===== config.mk =====
export PLATFORM = sky130hd
export DESIGN_NAME = uart_frame_parser
export DESIGN_NICKNAME = d
export VERILOG_FILES = /design/src/rtl/uart_frame_parser.sv
export SDC_FILE = /design/constraint.sdc
export NUM_CORES = 1
export LEC_CHECK = 0
export CAP_MARGIN = 20
export CORE_MARGIN = 10
export CORE_UTILIZATION = 52
export CTS_CLUSTER_DIAMETER = 120
export CTS_CLUSTER_SIZE = 40
export DETAILED_ROUTE_END_ITERATION = 10
export PLACE_DENSITY = 0.79
export SYNTH_ARGS = -nofsm -noshare
export SYNTH_HDL_FRONTEND = slang
export SYNTH_SLANG_ARGS = --single-unit

===== constraint.sdc =====
create_clock -name clk -period 2 [get_ports clk]
set_input_delay 0.2 -clock clk [delete_from_list [all_inputs] [get_ports clk]]
set_output_delay 0.2 -clock clk [all_outputs]
set_load 0.02 [all_outputs]

===== src/rtl/uart_frame_parser.sv =====
// rtl/uart_frame_parser.sv - FF FF header + 4-byte payload frame parser behind a UART receiver
// Optional inter-byte timeout compiled in with `define FRAME_TIMEOUT_EN
module uart_frame_parser #(
  parameter int TIMEOUT_CYC = 8680
) (
  input  logic        clk,
  input  logic        rst_n,
  input  logic [7:0]  rx_data,
  input  logic        rx_done,
  output logic [31:0] data_out,
  output logic        data_valid,
  output logic        busy,
  output logic        frame_err
);

  typedef enum logic [1:0] {IDLE, HDR, DATA} state_t;

  state_t      state;
  logic [1:0]  cnt;
  logic [23:0] sr;
  logic        timeout;

`ifdef FRAME_TIMEOUT_EN
  localparam int TW = $clog2(TIMEOUT_CYC) + 1;

  logic [TW-1:0] tcnt;

  // A byte arriving on the timeout cycle takes priority over the abort
  assign timeout = !rx_done && (state != IDLE) && (tcnt == TW'(TIMEOUT_CYC - 1));

  always_ff @(posedge clk or negedge rst_n) begin
    if (!rst_n) begin
      tcnt      <= '0;
      frame_err <= 1'b0;
    end else begin
      frame_err <= timeout;
      if (rx_done || state == IDLE)
        tcnt <= '0;
      else
        tcnt <= tcnt + 1'b1;
    end
  end
`else
  localparam int unused_timeout_cyc = TIMEOUT_CYC;

  assign timeout   = 1'b0;
  assign frame_err = 1'b0;
`endif

  always_ff @(posedge clk or negedge rst_n) begin
    if (!rst_n) begin
      state      <= IDLE;
      cnt        <= 2'd0;
      sr         <= 24'd0;
      data_out   <= 32'd0;
      data_valid <= 1'b0;
      busy       <= 1'b0;
    end else begin
      data_valid <= 1'b0;
      if (rx_done) begin
        case (state)
          IDLE: begin
            if (rx_data == 8'hFF) begin
              state <= HDR;
              busy  <= 1'b1;
            end
          end
          HDR: begin
            if (rx_data == 8'hFF) begin
              state <= DATA;
              cnt   <= 2'd0;
              busy  <= 1'b1;
            end else begin
              state <= IDLE;
              busy  <= 1'b0;
            end
          end
          DATA: begin
            sr  <= {sr[15:0], rx_data};
            cnt <= cnt + 2'd1;
            if (cnt == 2'd3) begin
              data_out   <= {sr, rx_data};
              data_valid <= 1'b1;
              state      <= IDLE;
              busy       <= 1'b0;
            end
          end
          default: begin
            state <= IDLE;
            cnt   <= 2'd0;
            busy  <= 1'b0;
          end
        endcase
      end else if (timeout) begin
        state <= IDLE;
        cnt   <= 2'd0;
        busy  <= 1'b0;
      end
    end
  end

endmodule

==> results of run 1 <==
-- power by group --
part	leakage (nW)	internal, mW	switching [mW]
combinational	0.752	0.332	0.230
clock	0.120	0.802	0.455
sequential	0.811	1.42	0.117
total	1.68	2.56	0.802
-- cells by family after synthesis --
group,share of synthesized area
DFF,0.599
muxes,0.286
and+or+nand+nor,0.0420
buffers and inverters,0.0382
AOI/OAI and AO/OA,0.0285
adders and majority gates,0.00483
other,0.00145
-- final cells by class --
type	instances	area, µm²
sequential	62	1550
fill	328	1480
multi-input combinational	81	938
timing repair buffer	49	488
clock buffer	13	169
tap	67	83.8
clock inverter	3	65.1
inverter	3	11.3
-- state kept, by name, indices dropped and copies added, names as in the netlist --
name and count:
busy 1, cnt 2, data_out 32, data_valid 1
sr 24, state 2
-- layout by cell type, fill, tap and decap left out, types with 2 or more instances in the layout --
cell             synthesis  routed
nand4_1                  2       2
bufinv_16                0       2
buf_4                    2       3
clkdlybuf4s50_1          0      43
clkbuf_8                 0      12
mux2_2                  26      26
dfrtp_1                 62      62
nor2_1                   3       3
inv_1                    3       3
nand2_1                  2       2
mux2_4                  29      29
nor2b_1                  2       2
-- per-layer routing --
metal	part of all wire	global-route usage	vias up
met5	0	0	-
met4	0.017	0.0637	0
met3	0.069	0.0599	7
met2	0.48	0.198	35
met1	0.43	0.146	735
li1	-	-	648
-- worst paths after layout --
check | startpoint | endpoint | slack (ps)
worst max-delay path | cnt[0] | data_out[7] | 390
worst min-delay path | rst_n | data_out[17] | 300
worst max register to register | cnt[0] | data_out[7] | 390
worst min register to register | data_out[28] | data_out[28] | 510
max in group asynchronous | rst_n | data_out[4] | 1150
min in group clk | data_out[28] | data_out[28] | 510
==> summary.txt, run 1 <==
Run status
  • Status: finished, final reports clean

Clocking
  • Clock sinks: 62
  • CTS Buf Count: 9
  • Worst-path clk slew: 70 ps
  • Clk Tree Root Cell: clkbuf_8
  • CTS tree: yes
  • Post-CTS Resized: 0
  • Clk Latency, worst-skew pair: about 340 ps
  • Setup bufs post-CTS: 0
  • CTS Hold Buffers Added: 1
  • Clock Tree Buf Depth: 2
  • Htree depth: 3

Cells and area
  • Layout area overhead: 27.7%
  • Final non-filler cell total: about 280
  • Total Nets Final: 218
  • Final Util: 0.691
  • Fin area: 3310 µm²
  • Antenna Cells: 0
  • Layout cells sized above 1: 0.370

STA
  • Fmax: 0.623 GHz
  • Setup_tns: 0 ps
  • Hold Vio Cnt, Final: 0
  • Hold Slack: 304 ps
  • Setup WS post-layout: 394 ps
  • Final period util: 0.803
  • Pins Over Slew Limit: 0
  • Unrepaired setup endpoints after global routing: no
  • Setup Viol. Count Final: 0
  • Clk_skew: 8.66 ps
  • Post-layout min period: between 1500 and 2000 ps

Drt
  • 1st-iter DRT viols: 36
  • Wire per inst: 17.6 µm
  • Drc violations: 0
  • Vias: between 1,000 and 1,500
  • DRT Wirelength: 4890 µm
  • 1st-pass router iterations: 4
  • Routed Antenna Nets: 0
  • Number of vias per cell: 5.13

Global route
  • Total grt overflow: 0
  • Initial antenna violation count: 0
  • Vias in the first global route: 1,633
  • Largest net degree at the start of global routing: 49
  • Gr usage total: 0.128
  • First-pass GRT wire length: 8470 µm

Critical path
  • Critical Path AT: 1820 ps
  • Setup Crit Path Kind: reg -> reg
  • Crit-path max FO: 18
  • Crit. End Element: flip-flop
  • Critical Path RT: 2220 ps
  • CP Depth: 4
  • Crit-path leading delay family: flip-flops
  • Element type at the critical path start: flip-flop
  • Cell Chain, Critical Path: ha_1 -> nand4b_4 -> buf_4 -> mux2_4
  • Crit-path max cell delay: 420 ps
  • R2R cell count: 4
  • Critical path buffer and inverter count: 1
  • Critical path's slowest cell: dfrtp_1

Place
  • DP Area: 3060 µm²
  • Placer Congestion: 0.744
  • DP HPWL: between 3000 and 4000 µm
  • Placed cell count: 261
  • Port buffer count: 44
  • Post-Place Setup Slack: 317 ps

Pwr
  • Leakage: 1.68 nW
  • Total chip power: 3.36 mW
  • Power Density: 1020 nW/µm²
  • Maximum vdd drop: 0.764 mV

Yosys
  • Area contributors post-synth: dfrtp_1 (60%), mux2_4 (17%), mux2_2 (11%)
  • Netlist Area Pre-Place: 2590 µm²
  • Post-synth top cells: dfrtp_1 (62), mux2_4 (29), mux2_2 (26), buf_6 (6)
  • Synth area leader: dfrtp_1
  • Fraction of registers with async set/reset: 1.00
  • Share of the yosys chip area belonging to registers: 0.599
  • Most common cell in the synthesized netlist: dfrtp_1
  • Number of enable flip-flop cells after synthesis: 0
  • Synth Net Count: 167
  • Synth Warn #: 0
  • Post-synth top area share: 0.599
  • Seq cells post-synth: 62
  • Post-synthesis cell type count: 28
  • Top_reg_cell synth: dfrtp_1
  • Synthesized instance count: 155
  • Mean Syn Cell Area: 16.7 µm²

Floorplan
  • Width of the die: 90.6 µm
  • Initial Util: 0.541
  • Top Ports: 46
  • Die area: between 8000 and 9000 µm²
  • Area of the core: 4790 µm²
  • Die Ht: slightly above 90 µm
  • FP Rows: 25

Worst hold path
  • Worst hold path class: in -> async

Job
  • Maxcap violations: 0
Note: power is estimated with default switching activity, not from simulation.
==> inputs of run 2 (changes only) <==
CORE_UTILIZATION = 47   (was 52)
PLACE_DENSITY = 0.75   (was 0.79)
clock period = 1.42 ns   (was 2 ns; I/O delays follow)
==> run 2 against run 1 <==
Compared with the run above:
- clock power grew 63%
- setup slack lost 340 ps
- sequential power grew 40%
- global-route usage fell by 0.86 points
- die area grew 8.2%
- non-clock buffer count up 8
- critical path type unchanged
- critical endpoint is now data_out[29]
- largest cell class unchanged
==> summary.txt, run 2 (synthesis results as in run 1) <==
Run status
  • Status: finished, final reports clean

Critical path
  • Reg2Reg Setup Slack: 50 ps (-340 ps)
  • Crit path launch: cnt[0]
  • Critical path buffer and inverter count: 1 (unchanged)
  • Crit. End Element: flip-flop
  • Critical Path RT: 1630 ps (-590 ps)
  • CP Depth: 4 (unchanged)
  • Setup Crit Path Kind: reg -> reg
  • Cell Chain, Critical Path: ha_4 -> nand4b_4 -> buf_12 -> mux2_2
  • Crit-path leading delay family: flip-flops
  • Reg-to-Reg End: data_out[29]
  • Crit-path max FO: 17 (-1)
  • Critical Path Sink: data_out[29]
  • Element type at the critical path start: flip-flop
  • Critical path's slowest cell: dfrtp_1
  • Reg-to-reg startpoint: cnt[0]
  • Critical Path AT: 1580 ps (-240 ps)
  • Crit-path max cell delay: 410 ps (about the same)
  • R2R cell count: 4 (unchanged)

Place
  • DP HPWL: 3700 µm (+6.9%)
  • Placed cell count: 272 (+4.2%)
  • Placer Congestion: 0.864 (+16%)
  • Port buffer count: 44 (unchanged)

Cells and area
  • Biggest register: data_out
  • Most frequent cells in the layout: dfrtp_1 (61), dlygate4sd2_1 (33), mux2_4 (29), mux2_2 (26), clkbuf_8 (10)
  • Fill count: 383 (+17%)
  • Max FFs per register: 32 (unchanged)
  • Layout area overhead: 32.6%
  • Layout cells sized above 1: 0.406 (+0.0367)
  • Commonest non-fill, non-tap cell in the layout: dfrtp_1
  • Final non-filler cell total: 289 (+4.0%)
  • Regs by FF count: data_out x32, sr x24
  • Total Nets Final: 226 (+3.7%)
  • Antenna Cells: 0 (unchanged)

Drt
  • 1st-pass router iterations: 4 (unchanged)
  • 1st-iter DRT viols: 72 (+100%)
  • Drc violations: 0 (unchanged)
  • Routed Antenna Nets: 0 (unchanged)
  • Wire per inst: 17.4 µm (-0.73%)
  • DRT Wirelength: 5040 µm (+3.2%)
  • Vias: 1,445 (+1.4%)
  • Number of vias per cell: 5.00 (-2.5%)

STA
  • Setup Viol. Count Final: 0 (unchanged)
  • Hold Vio Cnt, Final: 0 (unchanged)
  • Fmax: 0.732 GHz (+18%)
  • Worst Tran Pin Value: 540 ps
  • Hold Slack: 332 ps (+27.2 ps)
  • Unrepaired setup endpoints after global routing: no
  • Clk_skew: 5.59 ps (-3.06 ps)
  • Final period util: 0.962 (+0.159)
  • Post-layout min period: 1370 ps (-239 ps)
  • Pins Over Slew Limit: 0 (unchanged)
  • Setup_tns: 0 ps (unchanged)
  • Slew Limit Headroom: 0.640

Global route
  • Vias in the first global route: 1,553 (-4.9%)
  • Gr usage total: 0.120 (-0.00856)
  • First-pass GRT wire length: 8170 µm (-3.5%)
  • Initial antenna violation count: 0 (unchanged)
  • Largest net degree at the start of global routing: 27 (-45%)
  • Total grt overflow: 0 (unchanged)

Floorplan
  • Die area: 8880 µm² (+8.2%)
  • Initial Util: 0.494 (-0.0466)
  • Width of the die: 94.2 µm (+4.0%)
  • FP Rows: 26 (+4.0%)
  • Top Ports: 46 (unchanged)
  • Area of the core: 5240 µm² (+9.4%)
  • Die Ht: 94.2 µm (+4.0%)

Clocking
  • CTS tree: yes
  • Setup bufs post-CTS: 0 (unchanged)
  • CTS Buf Count: 9 (unchanged)
  • Clock sinks: 62 (unchanged)
  • Clk Latency, worst-skew pair: 330 ps (about the same)
  • Clock Tree Buf Depth: 2 (unchanged)
  • Worst-path clk slew: 70 ps (about the same)
  • Clk Tree Root Cell: clkbuf_8
  • Htree depth: 3 (unchanged)

Worst hold path
  • Worst hold path class: in -> async

Job
  • Maxcap violations: 0 (unchanged)

Pwr
  • Maximum vdd drop: 0.857 mV (+12%)
  • Power Density: 1440 nW/µm² (+41%)
  • Leakage: 1.90 nW (+13%)
run 2: changes by cell type in the layout (fill, tap and decap cells not counted):
cell / before / now
buf_12: 1 / 5
clkinvlp_4: 0 / 1
ha_4: 0 / 1
dlygate4sd2_1: 0 / 33
ha_1: 1 / 0
clkbuf_1: 1 / 0
clkbuf_8: 12 / 10
bufinv_16: 2 / 4
dlymetal6s2s_1: 0 / 1
clkdlybuf4s50_1: 43 / 9
dfrtp_2: 0 / 1
buf_4: 3 / 7
dfrtp_1: 62 / 61
run 2: cell type report:
cell class | count | area (µm²) | share of cell area
Tap cell | 70 | 87.6 | 0.0255
Inverter | 3 | 11.3 | 0.00328
Timing Repair Buffer | 57 | 559 | 0.163
Clock inverter | 6 | 133 | 0.0386
Sequential cell | 62 | 1550 | 0.452
Multi-Input combinational cell | 81 | 951 | 0.277
Clock buffer | 10 | 138 | 0.0401
run 2: worst min path at each step:
stage | endpoint | slack [ps] | cells past startpoint
final | data_out[30] | 330 | 2
after global routing | data_out[5] | 380 | 2
after CTS | cnt[0] | 330 | 2
after detailed placement | data_out[30] | 150 | 1
after global placement | data_out[30] | 130 | 1
after floorplan | busy | -150 | 0
run 2: power breakdown:
group / switching, mW / total, mW / internal (mW)
combinational: 0.326 / 0.712 / 0.386
clock: 0.672 / 2.06 / 1.39
sequential: 0.154 / 2.16 / 2.00
total: 1.15 / 4.93 / 3.78
run 2: repair_timing:
action / CTS / global route
endpoints found under the setup margin: 38 / 9
endpoints found under the hold margin: 20 / 0
gates resized for setup: 34 / 3
hold buffers: 1 / 0
gates cloned: 0 / 0
run 2: through the flow:
| stage | power [mW] | util | setup slack (ps) | instance area, µm² |
|---|---|---|---|---|
| floorplan | 2.58 | - | 42.7 | 2590 |
| global placement | 2.97 | 0.607 | -99.1 | 3180 |
| detailed placement | 3.01 | 0.607 | -153 | 3180 |
| CTS | 5.00 | 0.653 | 15.7 | 3420 |
| global route | 5.15 | 0.655 | 18.5 | 3430 |
| finish | 4.93 | 0.655 | 53.4 | 3430 |
run 2: per-layer routing:
metal  global-route usage  routed length (µm)  vias up
met5                    0                   0        -
met4               0.0532                  38        0
met3               0.0456                 355        4
met2                0.191                2510       40
met1                0.140                2140      733
li1                     -                   -      668
